**src/rtl/seq_mult_approx.sv**
```systemverilog
`default_nettype none
`timescale 1ns/1ps
// +------------------------------------------------------------------------+
// | Module   : seq_mult_approx                                             |
// | Purpose  : Iterative shift-add WIDTH x WIDTH multiplier with optional  |
// |            two's-complement mode and compile-time truncation of the    |
// |            TRUNC least-significant partial-product columns.            |
// | Ports    : clk, rst_n (async, active-low), clear (sync abort)          |
// |            in_valid/in_ready, in_a, in_b, in_signed  - operand side    |
// |            out_valid/out_ready, out_p                - result side     |
// | Revision : 1.0 - initial release                                       |
// +------------------------------------------------------------------------+
module seq_mult_approx #(
  parameter int WIDTH = 8,
  parameter int TRUNC = 0
) (
  input  logic               clk,
  input  logic               rst_n,
  input  logic               clear,
  input  logic               in_valid,
  output logic               in_ready,
  input  logic [WIDTH-1:0]   in_a,
  input  logic [WIDTH-1:0]   in_b,
  input  logic               in_signed,
  output logic               out_valid,
  input  logic               out_ready,
  output logic [2*WIDTH-1:0] out_p
);

  localparam int P  = 2 * WIDTH;
  localparam int CW = $clog2(WIDTH);
  localparam logic [CW-1:0] LAST = CW'(WIDTH - 1);
  // Columns below TRUNC never contribute to the accumulator.
  localparam logic [P-1:0] KEEP_MASK = {P{1'b1}} << TRUNC;

  typedef enum logic [1:0] {
    IDLE = 2'd0,
    BUSY = 2'd1,
    DONE = 2'd2
  } state_t;

  state_t          state;
  logic [P-1:0]    mcand_sh;   // multiplicand magnitude, shifted left each step
  logic [WIDTH-1:0] mplier_sh; // multiplier magnitude, shifted right each step
  logic            neg;
  logic [P-1:0]    acc;
  logic [CW-1:0]   cnt;

  logic [WIDTH-1:0] abs_a;
  logic [WIDTH-1:0] abs_b;
  logic [P-1:0]     term;
  logic [P-1:0]     acc_next;
  logic [P-1:0]     prod;

  // Two's-complement magnitude; the most negative value maps to 2^(WIDTH-1),
  // which still fits as an unsigned WIDTH-bit number.
  assign abs_a = (in_signed && in_a[WIDTH-1]) ? (~in_a + WIDTH'(1)) : in_a;
  assign abs_b = (in_signed && in_b[WIDTH-1]) ? (~in_b + WIDTH'(1)) : in_b;

  // mcand_sh already holds (multiplicand << counter), so masking it directly
  // drops the truncated columns of this row.
  assign term     = mplier_sh[0] ? (mcand_sh & KEEP_MASK) : '0;
  assign acc_next = acc + term;
  // Negating a zero magnitude yields zero, so signed zero comes out as 0.
  assign prod     = neg ? (~acc_next + P'(1)) : acc_next;

  always_ff @(posedge clk or negedge rst_n) begin
    if (!rst_n) begin
      state     <= IDLE;
      in_ready  <= 1'b1;
      out_valid <= 1'b0;
      out_p     <= '0;
      acc       <= '0;
      cnt       <= '0;
      mcand_sh  <= '0;
      mplier_sh <= '0;
      neg       <= 1'b0;
    end else if (clear) begin
      state     <= IDLE;
      in_ready  <= 1'b1;
      out_valid <= 1'b0;
    end else begin
      case (state)
        IDLE: begin
          if (in_valid) begin
            mcand_sh  <= {{WIDTH{1'b0}}, abs_a};
            mplier_sh <= abs_b;
            neg       <= in_signed & (in_a[WIDTH-1] ^ in_b[WIDTH-1]);
            acc       <= '0;
            cnt       <= '0;
            in_ready  <= 1'b0;
            state     <= BUSY;
          end
        end
        BUSY: begin
          acc       <= acc_next;
          cnt       <= cnt + CW'(1);
          mcand_sh  <= mcand_sh << 1;
          mplier_sh <= mplier_sh >> 1;
          if (cnt == LAST) begin
            out_p     <= prod;
            out_valid <= 1'b1;
            state     <= DONE;
          end
        end
        DONE: begin
          if (out_ready) begin
            out_valid <= 1'b0;
            in_ready  <= 1'b1;
            state     <= IDLE;
          end
        end
        default: begin
          out_valid <= 1'b0;
          in_ready  <= 1'b1;
          state     <= IDLE;
        end
      endcase
    end
  end

endmodule
`default_nettype wire

```
**config.mk**
```make
export PLATFORM = sky130hd
export DESIGN_NAME = seq_mult_approx
export DESIGN_NICKNAME = d
export VERILOG_FILES = /design/src/rtl/seq_mult_approx.sv
export SDC_FILE = /design/constraint.sdc
export NUM_CORES = 1
export LEC_CHECK = 0
export BUFFER_PORTS_ARGS = -buffer_cell sky130_fd_sc_hd__clkbuf_2
export CAP_MARGIN = 5
export CORE_ASPECT_RATIO = 0.5
export CORE_MARGIN = 1
export CORE_UTILIZATION = 46
export DETAILED_ROUTE_END_ITERATION = 6
export GPL_TIMING_DRIVEN = 0
export PLACE_DENSITY = 0.64
export SYNTH_ARGS = -nofsm -noshare
export SYNTH_HDL_FRONTEND = slang
export SYNTH_SLANG_ARGS = --single-unit
```
**constraint.sdc**
```tcl
create_clock -name clk -period 4.1 [get_ports clk]
set_input_delay 0.205 -clock clk [delete_from_list [all_inputs] [get_ports clk]]
set_output_delay 0.205 -clock clk [all_outputs]
set_load 0.02 [all_outputs]
```
==> results of run 1 <==
[cell families (layout without fill, tap and decap cells)]
kind of cell / count (synthesis) / in the layout / synth area share, %
AO/OA/AOI/OAI: 154 / 154 / 24.5
XOR/XNOR: 29 / 29 / 6.30
adder cells (fa/ha/maj): 21 / 21 / 6.71
buffers and inverters: 33 / 89 / 3.20
flip-flops: 64 / 64 / 39.8
multiplexers: 1 / 1 / 0.248
AND/OR/NAND/NOR: 157 / 157 / 19.3
[stage by stage]
step	power (mW)	area (µm²)
2_1_floorplan	1.16	4030
3_3_place_gp	1.31	4360
3_5_place_dp	1.32	4390
4_1_cts	2.13	4720
5_1_grt	2.24	4720
6_report	2.12	4720
[what timing repair did]
action | CTS | global route
buffers inserted | 0 | 0
hold endpoints to repair | 63 | 0
endpoints found under the setup margin | 0 | 2
hold buffers | 1 | 0
[metal layers]
layer / up-vias / part of all wire, %
li1: 1756 / -
met3: 8 / 4.6
met1: 1615 / 54
met5: - / 0
met2: 62 / 41
met4: 0 / 1.0
[registers in the layout (all words and copies together), names as in the netlist]
register and cells:
acc 16, cnt 3, in_ready 1, mcand_sh 16
mplier_sh 8, neg 1, out_p 16, out_valid 1
state 2
[cell usage after synthesis (2+ instances only)]
master     n
dfrtp_1   63
nand2_1   55
o21ai_0   51
a21oi_1   38
nor2_1    32
a22o_1    20
ha_1      20
clkbuf_1  17
and2_1    16
xnor2_1   16
xor2_1    13
inv_1     12
nand3_1    9
nor3_1     9
or3_1      9
o21ai_1    7
a31oi_1    4
buf_2      4
nand2b_1   4
nor2b_1    4
nor4b_1    4
o211ai_1   4
o31ai_1    4
a211oi_2   3
a21o_1     3
and3_1     3
nor4_1     3
a21boi_0   2
o211a_1    2
o211ai_2   2
o22ai_1    2
or2_2      2
[worst max-delay path by stage]
stage                                  endpoint                      from  slack [ns]  cells past startpoint
after floorplan           out_p[15]$_DFFE_PN0P_  mplier_sh[0]$_DFFE_PN0P_        0.69                     12
after global placement    out_p[15]$_DFFE_PN0P_  mplier_sh[0]$_DFFE_PN0P_        0.19                     12
after detailed placement  out_p[15]$_DFFE_PN0P_  mplier_sh[0]$_DFFE_PN0P_        0.20                     12
after CTS                 out_p[15]$_DFFE_PN0P_  mplier_sh[0]$_DFFE_PN0P_        0.16                     12
after global routing      out_p[15]$_DFFE_PN0P_  mplier_sh[0]$_DFFE_PN0P_        0.03                     11
final                     out_p[15]$_DFFE_PN0P_  mplier_sh[0]$_DFFE_PN0P_        0.40                     11
[worst register-to-register path, cell delays in order, from the launching register on]
cell and delay (ns):
dfrtp_1 0.53, and2_1 0.25, ha_1 0.23, fa_1 0.44, a211oi_2 0.30, o211ai_1 0.15
and3_4 0.22, o211a_1 0.29, or4b_4 0.57, o41ai_2 0.36, xor2_1 0.17, o21ai_1 0.07
[power breakdown]
group / internal [mW] / total, mW / switching, mW / leakage [nW]
Sequential: 0.693 / 0.739 / 0.0461 / 0.862
Clock: 0.536 / 0.810 / 0.274 / 0.159
Combinational: 0.228 / 0.567 / 0.338 / 1.17
[area by class of cell]
class / instances / area [µm²]
clock inverters: 2 / 35.0
fillers: 787 / 3510
flip-flops and latches: 64 / 1600
clock buffers: 14 / 284
well taps: 112 / 140
repair buffers: 41 / 235
inverters: 12 / 45.0
multi-input cells: 362 / 2300
plain buffers: 20 / 80.1
==> flow_metrics.py, run 1 <==
metrics = {
    "global_routing": {
        "grt-ovfl-total": 0,
        "grt-busiest-layer": "met1",
        "grt_pass1_wl_um": 15300,
        "antenna_found_initial": 0,
        "use_met2_pct": 31.7,
        "grt_use_met3_pct": 6.00,
        "grt_usage_pct": 22.4,
        "met1_usage_pct": 32.6,
        "grt_max_degree": 64,
        "grt_pass1_vias": 3042,
    },
    "cts": {
        "cts.htree.levels": 3,
        "cts_resized": 0,
        "tritoncts": "done",
        "ctsRootBufferMaster": "clkbuf_16",
        "clockBufferDepth": 2,
        "numCtsBuffers": 9,
        "path_clk_slew_ns": 0.05,
        "clk_latency_ns": 0.34,
        "clock-sinks": 64,
    },
    "flow_run": {
        "drv_cap": 0,
    },
    "floorplanning": {
        "io_pins": 40,
        "start_util_pct": 49.0,
        "dieArea_um2": 9160,
        "die-width_um": 134,
        "die_h_um": 68.2,
        "num_rows": 23,
        "core_area_um2": 8230,
    },
    "sta": {
        "finalSetupTns_ns": 0,
        "fmax_ghz": 0.270,
        "min_period_ns": 3.70,
        "report.final.setup_viol": 0,
        "fin_skew_ns": 0.00569,
        "worst_slew_pin_slew_ns": 0.752,
        "grt_setup_unrepaired": "false",
        "timing.hold.ws_ns": 0.115,
        "drv_slew": 0,
        "finalHoldViolCount": 0,
        "fin_ws_ns": 0.400,
        "slew_headroom_pct": 49.2,
        "fin_crit_sh_pct": 90.2,
    },
    "worst_setup_path": {
        "critPathTopFamily": "compound AO/OA/AOI/OAI gates",
        "cp.buffers_inverters": 0,
        "required_ns": 4.30,
        "cp_max_fo": 17,
        "startpoint_type": "flop",
        "worstSetupPathType": "reg -> reg",
        "rrSetupSlack_ns": 0.40,
        "worstPathCellList": "and2_1 > ha_1 > fa_1 > a211oi_2 > o211ai_1 > and3_4 > o211a_1 > or4b_4 > o41ai_2 > xor2_1 > o21ai_1",
        "crit_arrival_ns": 3.90,
        "crit_slowest_cell": "or4b_4",
        "cpPeakStageDelay_ns": 0.57,
        "timing.rr.end": "out_p[15]$_DFFE_PN0P_",
        "worstReg2RegStart": "mplier_sh[0]$_DFFE_PN0P_",
        "reg2reg_depth": 11,
        "crit_path_end_kind": "flop",
    },
    "synth": {
        "syn_inst": 459,
        "yosysTopAreaCell": "dfrtp_1",
        "yosys.area.top_type_share_pct": 39.1,
        "synth.cell_area_um2": 4030,
        "synth_edf_count": 0,
        "async_flop_share_pct": 100,
        "netlist_top_cells_area": "dfrtp_1 (39%), o21ai_0 (6.3%), ha_1 (6.2%), nand2_1 (5.1%), a21oi_1 (4.7%)",
        "ys_ff_latch": 64,
        "syn_nets": 502,
        "syn_area_per_cell_um2": 8.78,
        "ys_seq_area_share_pct": 39.8,
        "ys_warn_count": 0,
        "ys_types": 54,
        "synth_flop_cell": "dfrtp_1",
    },
    "run_status": {
        "run_status": "finished, final reports clean",
    },
    "layout": {
        "post-route-util_pct": 57.3,
        "area_growth_pct": 17.1,
        "diodes": 0,
        "instances_no_fill": 627,
        "nets": 553,
        "final_common_cell": "dfrtp_1",
        "layout-drive-gt1-share_pct": 14.4,
        "final_cell_mix": "dfrtp_1 (63), nand2_1 (55), o21ai_0 (51)",
    },
    "placed_design": {
        "gp_congestion": 0.880,
        "io_buffers": 39,
        "hpwl_um": 7110,
        "placed_cells": 611,
        "place_ws_ns": 0.196,
    },
    "route": {
        "drt-initial-drc-count": 162,
        "drc_errors": 0,
        "wl_per_cell_um": 14.9,
        "via_per_inst": 5.49,
        "drt_first_pass_iters": 4,
        "num_vias": 3441,
        "ant_nets": 0,
        "routed_wirelength_um": 9340,
    },
    "worst_hold_path": {
        "holdPathEnd": "out_valid$_DFFE_PN0P_",
        "min_path_type": "in -> reg",
        "hp-start": "clear",
        "whs_path_depth": 2,
    },
    "power": {
        "p_per_area_nw_per_um2": 448,
        "irDropWorstVdd_mv": 0.229,
        "p_leak_nw": 2.20,
    },
}
Power figures use the tool's default switching activity.
==> inputs of run 2 (changes only) <==
clock period = 3.48 ns   (was 4.1 ns; I/O delays follow)
==> flow_metrics.py, run 2 (synthesized netlist as in run 1, its figures left out) <==
metrics = {
    "placed_design": {
        "place_ws_ns": -0.424,
        "dpl-instance-area_um2": 4390,
        "io_buffers": 39,
        "hpwl_um": 7110,
        "gp_congestion": 0.880,
        "placed_cells": 611,
    },
    "cts": {
        "cts.htree.levels": 3,
        "numCtsBuffers": 9,
        "clk_latency_ns": 0.33,
        "clock-sinks": 64,
        "tritoncts": "done",
        "path_clk_slew_ns": 0.05,
        "ctsRootBufferMaster": "clkbuf_16",
        "clockBufferDepth": 2,
    },
    "power": {
        "power_mw": 2.61,
        "irDropWorstVdd_mv": 0.266,
        "p_leak_nw": 2.26,
        "comb_power_share_pct": 30.3,
        "p_sw_share_pct": 31.7,
        "p_sw_mw": 0.827,
        "p_int_mw": 1.78,
        "clockPowerShare_pct": 36.5,
        "p_per_area_nw_per_um2": 526,
        "p_seq_share_pct": 33.3,
    },
    "global_routing": {
        "grt_pass1_wl_um": 15500,
        "grt_usage_pct": 22.6,
        "grt-ovfl-total": 0,
        "grt_pass1_vias": 3089,
        "grt_max_degree": 64,
        "antenna_found_initial": 0,
    },
    "layout": {
        "diodes": 0,
        "final_cell_mix": "dfrtp_1 (62), nand2_1 (55), o21ai_0 (51)",
        "area_growth_pct": 23.1,
        "layout-drive-gt1-share_pct": 20.1,
        "post-route-util_pct": 60.3,
        "nets": 566,
        "nFillCells": 750,
        "final_area_um2": 4960,
        "reg_top3": "acc (16), mcand_sh (16), out_p (16)",
        "final_common_cell": "dfrtp_1",
        "instances_no_fill": 640,
    },
    "floorplanning": {
        "num_rows": 23,
        "start_util_pct": 49.0,
        "die-width_um": 134,
        "die_h_um": 68.2,
        "dieArea_um2": 9160,
        "core_area_um2": 8230,
        "io_pins": 40,
    },
    "worst_setup_path": {
        "required_ns": 3.68,
        "startpoint_type": "flop",
        "rrSetupSlack_ns": 0.09,
        "worstSetupPathType": "reg -> reg",
        "crit_arrival_ns": 3.59,
        "crit_path_end_kind": "flop",
        "cp_max_fo": 7,
    },
    "route": {
        "via_per_inst": 5.56,
        "num_vias": 3559,
        "wl_per_cell_um": 15.4,
        "drt_first_pass_iters": 4,
        "drc_errors": 0,
        "drt-initial-drc-count": 198,
        "ant_nets": 0,
        "routed_wirelength_um": 9840,
    },
    "sta": {
        "fmax_ghz": 0.295,
        "slew_headroom_pct": 49.1,
        "drv_slew": 0,
        "timing.hold.ws_ns": 0.0846,
        "report.final.setup_viol": 0,
        "fin_skew_ns": 0.00537,
        "fin_ws_ns": 0.0880,
        "fin_crit_sh_pct": 97.5,
        "finalHoldViolCount": 0,
        "finalSetupTns_ns": 0,
        "worst_slew_pin_slew_ns": 0.753,
        "min_period_ns": 3.39,
    },
    "worst_hold_path": {
        "min_path_type": "in -> reg",
    },
    "run_status": {
        "run_status": "finished, final reports clean",
    },
    "flow_run": {
        "drv_cap": 0,
    },
}
## run 2: cell count changes in the layout (fill, tap and decap cells not counted), moves of 2 or more
cell | previous run | this run
buf_4 | 0 | 12
ha_1 | 20 | 15
o31ai_1 | 4 | 2
a21oi_2 | 0 | 3
ha_2 | 0 | 3
ha_4 | 0 | 2
a21oi_1 | 38 | 35
## run 2: power groups by stage
stage          Sequential (mW)  Combinational (mW)  Clock [mW]
2_1_floorplan            0.869               0.496           0
3_3_place_gp             0.879               0.661           0
3_5_place_dp             0.881               0.673           0
4_1_cts                  0.866               0.714       0.969
5_1_grt                  0.877               0.868        1.01
6_report                 0.868               0.791       0.952
## run 2: final cells by class
cell class              count  area, µm²  share of cell area [%]
well taps                 112        140                    2.82
clock inverters             2       35.0                   0.706
flip-flops and latches     64       1600                    32.3
repair buffers             53        325                    6.56
plain buffers              21       95.1                    1.92
inverters                  12       45.0                   0.908
multi-input cells         362       2430                    49.0
clock buffers              14        284                    5.73
## run 2: metal layers
metal | wire length, µm | global-route usage, %
met1 | 5140 | 32.6
met2 | 4150 | 32.2
met3 | 455 | 6.07
met4 | 95 | 8.43
met5 | 0 | 0
## run 2: worst paths after layout
check,end,cells past startpoint,startpoint
worst min register to register,out_p[0]$_DFFE_PN0P_,2,out_p[0]$_DFFE_PN0P_
worst min-delay path,out_valid$_DFFE_PN0P_,2,clear
worst max-delay path,out_p[15]$_DFFE_PN0P_,11,mplier_sh[0]$_DFFE_PN0P_
worst max register to register,out_p[15]$_DFFE_PN0P_,11,mplier_sh[0]$_DFFE_PN0P_
max in group asynchronous,in_ready$_DFFE_PN1P_,3,rst_n
min in group asynchronous,mplier_sh[3]$_DFFE_PN0P_,2,rst_n
## run 2: critical path, stage by stage, from the launching register on
cell and delay, ns:
dfrtp_2 0.41, buf_4 0.17, and2_1 0.16, ha_1 0.38
o211ai_2 0.15, o211ai_2 0.26, a21oi_1 0.15, a311o_1 0.40
or4b_4 0.57, o41ai_4 0.36, xor2_1 0.17, o21ai_1 0.06
## run 2: repair_timing
item                                    in CTS  in global routing
hold endpoints to repair                    63                  0
endpoints found under the setup margin       7                  6
hold buffers                                 1                  0
pin swaps                                    5                 12
gates resized for setup                     12                 18
buffers inserted                             3                  9
